## src/rtl/note_period_ctrl.sv

```systemverilog
// Keyboard front end for square_wave: synchronises and debounces 12 note keys and two octave
// buttons, picks the lowest held note, and drives its octave-shifted half period, optionally gliding.
module note_period_ctrl #(
  parameter int unsigned DEBOUNCE_CYCLES = 1_000_000,
  parameter int unsigned OCT_MAX         = 3,
  parameter int unsigned GLIDE_DIV       = 10_000,
  parameter int unsigned GLIDE_STEP      = 64
) (
  input  logic        clk,
  input  logic        rst_n,
  input  logic [11:0] key_raw,
  input  logic        oct_up_raw,
  input  logic        oct_dn_raw,
  input  logic        glide_en,
  output logic [27:0] half_wave_period,
  output logic        note_active,
  output logic [3:0]  note_idx,
  output logic [1:0]  octave
);

  localparam int unsigned N_IN = 14;
  localparam int unsigned DB_W = (DEBOUNCE_CYCLES > 1) ? $clog2(DEBOUNCE_CYCLES) : 1;
  localparam int unsigned TK_W = (GLIDE_DIV > 1) ? $clog2(GLIDE_DIV) : 1;
  localparam logic [DB_W-1:0] DB_LAST   = DB_W'(DEBOUNCE_CYCLES - 1);
  localparam logic [TK_W-1:0] TICK_LAST = TK_W'(GLIDE_DIV - 1);
  localparam logic [1:0]      OCT_TOP   = 2'(OCT_MAX);
  localparam logic [27:0]     STEP      = 28'(GLIDE_STEP);
  localparam logic [27:0]     RESET_PERIOD = 28'd191110;

  function automatic logic [27:0] base_period(input logic [3:0] idx);
    case (idx)
      4'd0:    base_period = 28'd191110;
      4'd1:    base_period = 28'd180388;
      4'd2:    base_period = 28'd170265;
      4'd3:    base_period = 28'd160705;
      4'd4:    base_period = 28'd151685;
      4'd5:    base_period = 28'd143172;
      4'd6:    base_period = 28'd135139;
      4'd7:    base_period = 28'd127551;
      4'd8:    base_period = 28'd120395;
      4'd9:    base_period = 28'd113636;
      4'd10:   base_period = 28'd107260;
      4'd11:   base_period = 28'd101240;
      default: base_period = 28'd191110;
    endcase
  endfunction

  logic [N_IN-1:0] raw_in;
  logic [N_IN-1:0] sync1_q, sync2_q, deb_q;
  logic [DB_W-1:0] db_cnt_q [N_IN];

  assign raw_in = {oct_dn_raw, oct_up_raw, key_raw};

  // NOTE: sequential state uses non-blocking (<=) so every flop samples pre-edge values.
  always_ff @(posedge clk) begin
    if (!rst_n) begin
      sync1_q <= '0;
      sync2_q <= '0;
      deb_q   <= '0;
      // NOTE: the counter array is a handful of flops, not a RAM, so clearing it in reset is cheap and required.
      for (int i = 0; i < int'(N_IN); i++) db_cnt_q[i] <= '0;
    end else begin
      sync1_q <= raw_in;
      sync2_q <= sync1_q;
      for (int i = 0; i < int'(N_IN); i++) begin
        if (sync2_q[i] == deb_q[i]) begin
          db_cnt_q[i] <= '0;
        end else if (db_cnt_q[i] == DB_LAST) begin
          deb_q[i]    <= sync2_q[i];
          db_cnt_q[i] <= '0;
        end else begin
          db_cnt_q[i] <= db_cnt_q[i] + DB_W'(1);
        end
      end
    end
  end

  logic [11:0] deb_keys;
  logic        deb_up, deb_dn, up_prev_q, dn_prev_q;
  logic        any_key;
  logic [3:0]  sel_idx;

  assign deb_keys = deb_q[11:0];
  assign deb_up   = deb_q[12];
  assign deb_dn   = deb_q[13];
  assign any_key  = |deb_keys;

  // NOTE: assigning the default first keeps this block purely combinational (no latch).
  always_comb begin
    sel_idx = '0;
    // Walk downward so the lowest held index overwrites the rest.
    for (int i = 11; i >= 0; i--) begin
      if (deb_keys[i]) sel_idx = 4'(i);
    end
  end

  logic        up_edge, dn_edge;
  logic [27:0] target_q;

  assign up_edge = deb_up & ~up_prev_q;
  assign dn_edge = deb_dn & ~dn_prev_q;

  always_ff @(posedge clk) begin
    if (!rst_n) begin
      up_prev_q   <= 1'b0;
      dn_prev_q   <= 1'b0;
      octave      <= '0;
      note_active <= 1'b0;
      note_idx    <= '0;
      target_q    <= RESET_PERIOD;
    end else begin
      up_prev_q   <= deb_up;
      dn_prev_q   <= deb_dn;
      note_active <= any_key;
      if (up_edge && !dn_edge && octave < OCT_TOP) octave <= octave + 2'd1;
      else if (dn_edge && !up_edge && octave != 2'd0) octave <= octave - 2'd1;
      // With no key held the last note and target are kept.
      if (any_key) begin
        note_idx <= sel_idx;
        target_q <= base_period(sel_idx) >> octave;
      end
    end
  end

  logic [TK_W-1:0] tick_q;
  logic            tick;
  logic [27:0]     diff_up, diff_dn, step_up, step_dn;

  assign tick = (tick_q == TICK_LAST);

  // Both differences are formed before stepping, so neither direction can wrap or overshoot.
  always_comb begin
    diff_up = target_q - half_wave_period;
    diff_dn = half_wave_period - target_q;
    step_up = (diff_up > STEP) ? STEP : diff_up;
    step_dn = (diff_dn > STEP) ? STEP : diff_dn;
  end

  always_ff @(posedge clk) begin
    if (!rst_n) begin
      tick_q           <= '0;
      half_wave_period <= RESET_PERIOD;
    end else begin
      tick_q <= tick ? '0 : tick_q + TK_W'(1);
      if (!glide_en) begin
        half_wave_period <= target_q;
      end else if (tick) begin
        if (half_wave_period < target_q)      half_wave_period <= half_wave_period + step_up;
        else if (half_wave_period > target_q) half_wave_period <= half_wave_period - step_dn;
      end
    end
  end

endmodule
```

## config.mk

```make
export PLATFORM = sky130hd
export DESIGN_NAME = note_period_ctrl
export DESIGN_NICKNAME = d
export VERILOG_FILES = /design/src/rtl/note_period_ctrl.sv
export SDC_FILE = /design/constraint.sdc
export NUM_CORES = 1
export LEC_CHECK = 0
export ABC_CLOCK_PERIOD_IN_PS = 13500
export CELL_PAD_IN_SITES_DETAIL_PLACEMENT = 0
export CELL_PAD_IN_SITES_GLOBAL_PLACEMENT = 1
export CORE_ASPECT_RATIO = 0.6
export CORE_UTILIZATION = 35
export DETAILED_ROUTE_END_ITERATION = 8
export DONT_BUFFER_PORTS = 1
export HOLD_SLACK_MARGIN = 0.06
export PLACE_DENSITY = 0.64
export REMOVE_ABC_BUFFERS = 1
export SKIP_CTS_REPAIR_TIMING = 1
export SLEW_MARGIN = 20
export SYNTH_ARGS = -nofsm -noshare
export SYNTH_HDL_FRONTEND = slang
export SYNTH_SLANG_ARGS = --single-unit
export TNS_END_PERCENT = 10
```

## constraint.sdc

```tcl
create_clock -name clk -period 13.5 [get_ports clk]
set_clock_uncertainty 0.1 [all_clocks]
set_input_delay 2.025 -clock clk [delete_from_list [all_inputs] [get_ports clk]]
set_output_delay 2.025 -clock clk [all_outputs]
set_load 0.05 [all_outputs]
```

# == Word-level counts from Yosys, hierarchy flattened ==
# Memory sizes are Yosys's and may differ from the RTL's.
# Index checks and enable logic that the tools add are counted.
# Widths: inputs -> output; s select.
# totals
regBits,121
ramBits,280
mem_bits_ro,288
input_bits,17
out_inout_bits,35
wordCells,389
mem_count,2
# memory_table
name,depth,width,read_ports,rd_clocked_by_memory_dff,wr,line,text
(name not given),16,18,1,0,0,31,case (idx)
db_cnt_q,14,20,14,0,14,50,logic [DB_W-1:0] db_cnt_q [N_IN];
# classes
add_sub_neg,21
order_cmp,5
eq_ne,31
n_shift,1
mux,219
bitwise,61
n_reduce_logical,25
# op_table
operator,n
$mux 20,42
$add 20x1->20 const B,14
$eq 20x20->1 const B,14
$mux 28,8
$mux 1,155
$sub 28x28->28,3
$gt 28x7->1 const B,2
$mux 4,12
$or 1x1->1,42
$reduce_and 2->1,15
$add 28x28->28,1
$gt 28x28->1,1
$lt 28x28->1,1
$shr 28x2->28,1
$not 1->1,17
$add 14x1->14 const B,1
$eq 1x1->1,14
$eq 14x14->1 const B,1
$reduce_or 12->1,1
$logic_and 1x1->1,4
$mux 2,2
$reduce_bool 2->1,2
$ne 3x1->1 const B,1
$add 2x1->2 const B,1
6 further kinds,8

# == Depth between registers and ports, before layout ==
# Gate-level depths: netlist of run 1.
# An unclocked memory read counts as a cell.
# logic_depth
word_depth,16
depth_mapped,31
mapped_depth_nobuf,30

# == Worst setup path before layout of run 1 ==
# No wires, ideal clock.
# synth_timing
path_kind,reg2reg
start,register half_wave_period[4]
end,register half_wave_period[27]
setup_time_ns,0.124
arrival_ns,6.337
required_ns,13.276
setup_slack_ns,6.940
stages_incl_launch_ff,30
n_path_buf,2
synth_period_minus_slack_ns,6.560
cell_sequence,dfxtp_1 -> inv_1 -> ha_1 -> buf_4 -> a21oi_1 -> a211oi_1 -> a2111oi_4 -> o211ai_2 -> a31oi_1 -> mux2i_1 -> o21ai_1 -> nor4_2 -> and3b_1 -> nand2b_1 -> ha_1 -> nand2_1 -> or4_1 -> clkbuf_1 -> o31ai_1 -> ha_1 -> a22o_1 -> o41ai_1 -> a21boi_0 -> a211o_1 -> nand2_1 -> o211ai_1 -> o41a_1 -> nor4b_1 -> mux2i_1 -> nand3_1
# synth_via
elab_chain_cells,8
elab_cells_between_ends,16
classes_between,add/sub: 4; order compare: 4; eq/ne: 1; mux: 6; reduce/logical: 1
# synth_lines
item,line,text
"start, declared",15,"output logic [27:0] half_wave_period,"
"start signal, assigned",146,half_wave_period <= target_q;
"start signal, assigned",148,if (half_wave_period < target_q) half_wave_period <= half_wave_period + step_up;
"start signal, assigned",149,else if (half_wave_period > target_q) half_wave_period <= half_wave_period - step_dn;
$sub 28x28->28,134,diff_dn = half_wave_period - target_q;
$gt 28x7->1,136,step_dn = (diff_dn > STEP) ? STEP : diff_dn;
$mux 28,136,
$sub 28x28->28,149,
$mux 28,149,
$mux 28,148,
$mux 28,147,end else if (tick) begin
$mux 28,145,if (!glide_en) begin
# Parallel ways exist; a longest one is shown, timed or not. The select of a mux whose other input is x is not followed.
# A chain may end at the register's enable or synchronous reset.

# == Worst setup path in the final report of run 1 ==
# layout_timing
start,register half_wave_period[11]
end,register half_wave_period[27]
# The elaborated chain is that of the path after synthesis.

==> impl_metrics.env, run 1 <==
export IMPL_p_clk_frac=0.432
export IMPL_drv_slew=0
export IMPL_wirelength_mm=59.72
export IMPL_ys_ff_latch=391
export IMPL_hold_viol_final=0
export IMPL_numCtsBuffers=43
export IMPL_cpPeakStageDelay_ns=0.76
export IMPL_grt_max_degree=103
export IMPL_grt_antenna_before_repair=0
export IMPL_final_cell_mix="392 x nor2_1, 280 x edfxtp_1, 280 x conb_1, 212 x nand2_1, 165 x nand3_1"
export IMPL_cts_htree_levels=2
export IMPL_power_density_nw_per_um2=108.4
export IMPL_preCtsSetupSlack_ns=5.341
export IMPL_path_buf_inv=1
export IMPL_clock_latency_ns=0.59
export IMPL_grt_ovfl_total=0
export IMPL_drt_initial_drc_count=1652
export IMPL_critPathKind="flop to flop"
export IMPL_crit_top_cell="nand2_1"
export IMPL_syn_inst=2584
export IMPL_worst_pin_slew_ns=1.046
export IMPL_comb_power_share=0.102
export IMPL_synthArstFlopShare=0
export IMPL_setup_viol=0
export IMPL_synth_seq_area_share=0.4460
export IMPL_syn_area_um2=23830
export IMPL_die_w_um=338.9
export IMPL_maxCapViolations=0
export IMPL_cp_max_fo=15
export IMPL_via_per_inst=4.989
export IMPL_ioPinCount=52
export IMPL_crit_family="simple AND/OR/NAND/NOR gates"
export IMPL_fmax_mhz=118.7
export IMPL_dieArea_um2=69180
export IMPL_cp_start_kind="flop"
export IMPL_slowest_stage="dfxtp_1"
export IMPL_fp_dieH_um=204.1
export IMPL_drt_wirelength_per_cell_um=15.88
export IMPL_p_leak_nw=10.45
export IMPL_max_vdd_ir_drop_mv=0.07730
export IMPL_place_congestion=0.9315
export IMPL_start_util=0.3570
export IMPL_synth_edf_count=280
export IMPL_worstSetupEndpointType="flop"
export IMPL_placementRows=73
export IMPL_yosysWarnings=0
export IMPL_avgSynthCellArea_um2=9.224
export IMPL_core_area_um2=66770
export IMPL_grt_pass1_wl_mm=95.93
export IMPL_fin_crit_sh=0.6241
export IMPL_final_min_clock_period_ns=8.425
export IMPL_root_buffer="clkbuf_16"
export IMPL_p_int_mw=2.191
export IMPL_dr_total_vias=18758
export IMPL_cts_sinks=391
export IMPL_layout_nets=2930
export IMPL_slew_headroom=0.3019
export IMPL_cts_tree="done"
export IMPL_rsz0062_at_grt="no"
export IMPL_ant_nets=0
export IMPL_drc=0
export IMPL_seqPwrFrac=0.466
export IMPL_synth_flop_cell="edfxtp_1"
export IMPL_p_sw_frac=0.2580
export IMPL_portBuffers=0
export IMPL_mostFrequentLayoutCell="nor2_1"
export IMPL_fin_util=0.4078
export IMPL_area_growth_syn_to_layout_pct=14.23
export IMPL_path_clk_slew_ns=0.07
export IMPL_required_ns=13.94
export IMPL_fill_cells=6653
export IMPL_drive_above_1_share=0.03846
export IMPL_hpwl_mm=44.12
export IMPL_clk_path_buf_depth=3
export IMPL_grt_pass1_vias=17346
export IMPL_status="finished clean"
export IMPL_first_pass_iters=5
export IMPL_fin_tns_setup_ns=0
export IMPL_hold_path_class="flop to flop"
export IMPL_n_antenna_cell=0
export IMPL_netlist_cell_type_count=84
export IMPL_netSwitchingPower_uw=761.7
export IMPL_finalWorstSetupSlack_ns=5.075
export IMPL_grtUsageTotal=0.1719
export IMPL_critPathArrivalTime_ns=8.86
synth_stat cells, types with 8 or more instances:
master / instances / share of area
nor2_1: 392 / 0.062
edfxtp_1: 280 / 0.35
nand2_1: 212 / 0.033
nand3_1: 165 / 0.035
xor2_1: 154 / 0.057
xnor2_1: 135 / 0.050
a21oi_1: 129 / 0.027
dfxtp_1: 111 / 0.093
o21ai_0: 101 / 0.021
inv_1: 96 / 0.015
and3_1: 86 / 0.023
ha_1: 85 / 0.045
clkbuf_1: 79 / 0.012
or3_1: 51 / 0.013
nand4_1: 48 / 0.013
and2_1: 39 / 0.010
nor4b_1: 39 / 0.014
nor2b_1: 35 / 0.0092
nor3_1: 33 / 0.0069
mux2i_1: 29 / 0.012
o211ai_1: 25 / 0.0079
a211oi_1: 20 / 0.0063
a21o_1: 17 / 0.0054
o21a_1: 15 / 0.0047
nand2b_1: 14 / 0.0037
nor4_1: 14 / 0.0037
o31ai_1: 14 / 0.0044
a31oi_1: 10 / 0.0026
nand3b_1: 9 / 0.0028
buf_2: 8 / 0.0017
cells by family (layout without fill, tap and decap cells):
group           Yosys count  after routing  share of synthesized area
simple gates           1174           1174                     0.2427
compound gates          415            415                     0.1113
flops                   391            391                     0.4460
xor+xnor                289            289                     0.1062
buf+inv                 191            188                    0.03129
fa+ha+maj                88             88                    0.04714
mux                      35             35                    0.01517
other cells               1            280                  0.0001573
power groups by stage:
stage / Clock (mW) / Sequential, mW / Combinational (mW)
6_report: 1.27 / 1.38 / 0.302
5_1_grt: 1.37 / 1.38 / 0.335
4_1_cts: 1.32 / 1.38 / 0.293
3_5_place_dp: 0 / 1.40 / 0.291
3_3_place_gp: 0 / 1.40 / 0.291
2_1_floorplan: 0 / 1.39 / 0.225
final timing paths:
kind | start | to | cells after the start | slack, ns
min | sync1_q[13]$_SDFF_PN0_ | sync2_q[13]$_SDFF_PN0_ | 1 | 0.33
max reg2reg | half_wave_period[11]$_SDFFE_PN1P_ | half_wave_period[27]$_SDFFE_PN0P_ | 29 | 5.07
min reg2reg | sync1_q[13]$_SDFF_PN0_ | sync2_q[13]$_SDFF_PN0_ | 1 | 0.33
max | half_wave_period[11]$_SDFFE_PN1P_ | half_wave_period[27]$_SDFFE_PN0P_ | 29 | 5.07
routing by layer:
metal	vias up	part of all wire	wire length (um)	global-route usage
met4	0	0.015	919	0.03927
met3	63	0.062	3720	0.03497
met2	407	0.38	22500	0.2278
li1	9443	-	-	-
met5	-	0	0	0
met1	8845	0.55	32580	0.2760
per-stage QoR:
stage | power, mW | hold WS, ns | area [um^2] | std cells
final | 2.952 | 0.3345 | 27220 | 3760
after global placement | 1.690 | 0.3198 | 25720 | 3680
after global routing | 3.088 | 0.3462 | 27220 | 3760
after detailed placement | 1.693 | 0.3249 | 25720 | 3680
after floorplan | 1.613 | 0.3118 | 24500 | 2770
after CTS | 2.992 | 0.3409 | 27220 | 3760
sequential cells by signal, summed over array words and instances, names as in the netlist, 2 cells and up:
signal / flops
db_cnt_q: 280
half_wave_period: 28
target_q: 18
deb_q: 14
sync1_q: 14
sync2_q: 14
tick_q: 14
note_idx: 4
octave: 2
worst reg2reg max path, delay by kind of cell (launching register included):
family | cells | cell delay (ns)
adders and majority gates | 3 | 1.35
DFF | 1 | 0.76
AOI/OAI and AO/OA | 8 | 2.34
buffers and inverters | 1 | 0.10
and+or+nand+nor | 15 | 3.33
muxes | 2 | 0.40
layout make-up:
type                    count  area, um^2  share of cell area
clock buffers              51        1147             0.04214
clock inverters            29       354.1             0.01301
inverters                  98       367.9             0.01351
multi-input cells        2281       13520              0.4967
flip-flops and latches    391       10630              0.3905
well taps                 900        1126             0.04136
repair buffers             10       75.07            0.002757
No activity file was read; power rests on OpenSTA's default activity.
==> run 2: changes to the inputs <==
ABC_CLOCK_PERIOD_IN_PS = 7000   (was 13500)
PLACE_DENSITY = 0.67   (was 0.64)
clock period = 7 ns   (was 13.5 ns; I/O delays follow)
==> impl_metrics.env, run 2 (synthesis gave the netlist of run 1 again) <==
export IMPL_regToRegEndpoint="half_wave_period[16]$_SDFFE_PN0P_"
export IMPL_ioPinCount=52
export IMPL_first_pass_iters=5
export IMPL_required_ns=7.36
export IMPL_setup_viol=0
export IMPL_clock_latency_ns=0.58
export IMPL_mostFrequentLayoutCell="nor2_1"
export IMPL_worst_pin_slew_ns=0.8727
export IMPL_clk_path_buf_depth=3
export IMPL_p_leak_nw=10.83
export IMPL_drv_slew=0
export IMPL_die_w_um=338.9
export IMPL_layout_nets=3001
export IMPL_grtUsageTotal=0.1697
export IMPL_slew_headroom=0.4182
export IMPL_worstSetupEndpointType="flop"
export IMPL_placementRows=73
export IMPL_drt_wirelength_per_cell_um=15.41
export IMPL_critPathKind="flop to flop"
export IMPL_path_clk_slew_ns=0.06
export IMPL_comb_power_share=0.117
export IMPL_hold_path_class="flop to flop"
export IMPL_cts_htree_levels=2
export IMPL_cp_depth=28
export IMPL_p_clk_frac=0.415
export IMPL_hold_viol_final=0
export IMPL_portBuffers=0
export IMPL_drt_initial_drc_count=1645
export IMPL_core_area_um2=66770
export IMPL_rsz0062_at_grt="yes"
export IMPL_place_congestion=0.9848
export IMPL_final_min_clock_period_ns=6.863
export IMPL_crit_family="simple AND/OR/NAND/NOR gates"
export IMPL_top_regs="db_cnt_q (280), half_wave_period (28), target_q (18)"
export IMPL_fmax_mhz=145.7
export IMPL_grt_ovfl_total=0
export IMPL_n_antenna_cell=0
export IMPL_cpPeakStageDelay_ns=0.58
export IMPL_crit_path_end="half_wave_period[16]$_SDFFE_PN0P_"
export IMPL_seqPwrFrac=0.467
export IMPL_critPathArrivalTime_ns=7.23
export IMPL_grt_antenna_before_repair=2
export IMPL_p_int_mw=4.184
export IMPL_fill_cells=6589
export IMPL_fin_crit_sh=0.9804
export IMPL_crit_top_cell="nor2_1"
export IMPL_drive_above_1_share=0.07472
export IMPL_fin_util=0.4197
export IMPL_grt_pass1_vias=17650
export IMPL_placed_cells=3743
export IMPL_numCtsBuffers=43
export IMPL_final_cell_mix="392 x nor2_1, 280 x edfxtp_1, 280 x conb_1, 212 x nand2_1, 164 x nand3_1"
export IMPL_wirelength_mm=59.04
export IMPL_power_density_nw_per_um2=201.3
export IMPL_ff2ff_setup_slack_ns=0.14
export IMPL_grt_pass1_wl_mm=95.70
export IMPL_path_buf_inv=3
export IMPL_p_sw_frac=0.2583
export IMPL_dieArea_um2=69180
export IMPL_fin_cells=3831
export IMPL_netSwitchingPower_mw=1.457
export IMPL_cts_tree="done"
export IMPL_slowest_stage="or4_1"
export IMPL_area_growth_syn_to_layout_pct=17.58
export IMPL_start_util=0.3570
export IMPL_via_per_inst=4.975
export IMPL_root_buffer="clkbuf_16"
export IMPL_cts_sinks=391
export IMPL_ant_nets=0
export IMPL_power_total_mw=5.642
export IMPL_maxCapViolations=0
export IMPL_r2r_start="half_wave_period[0]$_SDFFE_PN0P_"
export IMPL_worst_r2r_path_depth=28
export IMPL_max_vdd_ir_drop_mv=0.1795
export IMPL_largest_register="db_cnt_q"
export IMPL_largest_reg_flops=280
export IMPL_status="finished clean"
export IMPL_cp_max_fo=6
export IMPL_grt_max_degree=103
export IMPL_drc=0
export IMPL_dr_total_vias=19059
export IMPL_crit_start="half_wave_period[0]$_SDFFE_PN0P_"
export IMPL_hpwl_mm=43.37
export IMPL_fp_dieH_um=204.1
export IMPL_cp_start_kind="flop"
## run 2: final cells by class
type / count / area, um^2 / share of cell area
Clock buffer: 57 / 1200 / 0.04282
Clock inverter: 23 / 231.5 / 0.008260
Inverter: 98 / 367.9 / 0.01313
Multi-Input combinational cell: 2281 / 13850 / 0.4942
Sequential cell: 391 / 10640 / 0.3797
Tap cell: 900 / 1126 / 0.04018
Timing Repair Buffer: 81 / 608.1 / 0.02170
## run 2: worst reg2reg max path, delay by kind of cell, from the launching register on
kind / cells / cell delay, ns
AO/OA/AOI/OAI: 10 / 2.15
AND/OR/NAND/NOR: 9 / 2.36
buffers and inverters: 3 / 0.34
multiplexers: 1 / 0.35
XOR/XNOR: 1 / 0.18
adder cells (fa/ha/maj): 4 / 0.93
flip-flops: 1 / 0.34
## run 2: metrics by stage
| step | setup TNS (ns) | cell area, um^2 | hold slack [ns] | setup WS [ns] |
|---|---|---|---|---|
| 6_report | 0 | 28020 | 0.3270 | 0.1373 |
| 5_1_grt | -0.2704 | 28020 | 0.3562 | -0.1161 |
| 2_1_floorplan | 0 | 24500 | 0.3118 | 0.2528 |
| 3_5_place_dp | -0.2379 | 26190 | 0.3268 | -0.1707 |
| 4_1_cts | -0.3705 | 27620 | 0.3411 | -0.1925 |
| 3_3_place_gp | -0.1277 | 26190 | 0.3206 | -0.1277 |
## run 2: power groups by stage
stage | logic (mW) | clock network [mW] | registers (mW)
final | 0.662 | 2.34 | 2.64
after global routing | 0.728 | 2.52 | 2.65
after CTS | 0.598 | 2.43 | 2.64
after floorplan | 0.433 | 0 | 2.68
after detailed placement | 0.594 | 0 | 2.69
after global placement | 0.593 | 0 | 2.68
## run 2: how the worst min path moves through the flow
stage                                startpoint                    end  slack [ns]  depth (start not counted)
final                     sync1_q[5]$_SDFF_PN0_  sync2_q[5]$_SDFF_PN0_        0.33                          1
after global routing      sync1_q[7]$_SDFF_PN0_  sync2_q[7]$_SDFF_PN0_        0.36                          1
after CTS                 sync1_q[5]$_SDFF_PN0_  sync2_q[5]$_SDFF_PN0_        0.34                          1
after detailed placement  sync1_q[0]$_SDFF_PN0_  sync2_q[0]$_SDFF_PN0_        0.33                          1
after global placement    sync1_q[0]$_SDFF_PN0_  sync2_q[0]$_SDFF_PN0_        0.32                          1
after floorplan           sync1_q[0]$_SDFF_PN0_  sync2_q[0]$_SDFF_PN0_        0.31                          1
## run 2: metal layers
layer | global-route usage | wire, um
met1 | 0.2682 | 31600
met3 | 0.03460 | 3702
met2 | 0.2306 | 22700
met5 | 0 | 11
met4 | 0.03814 | 1025
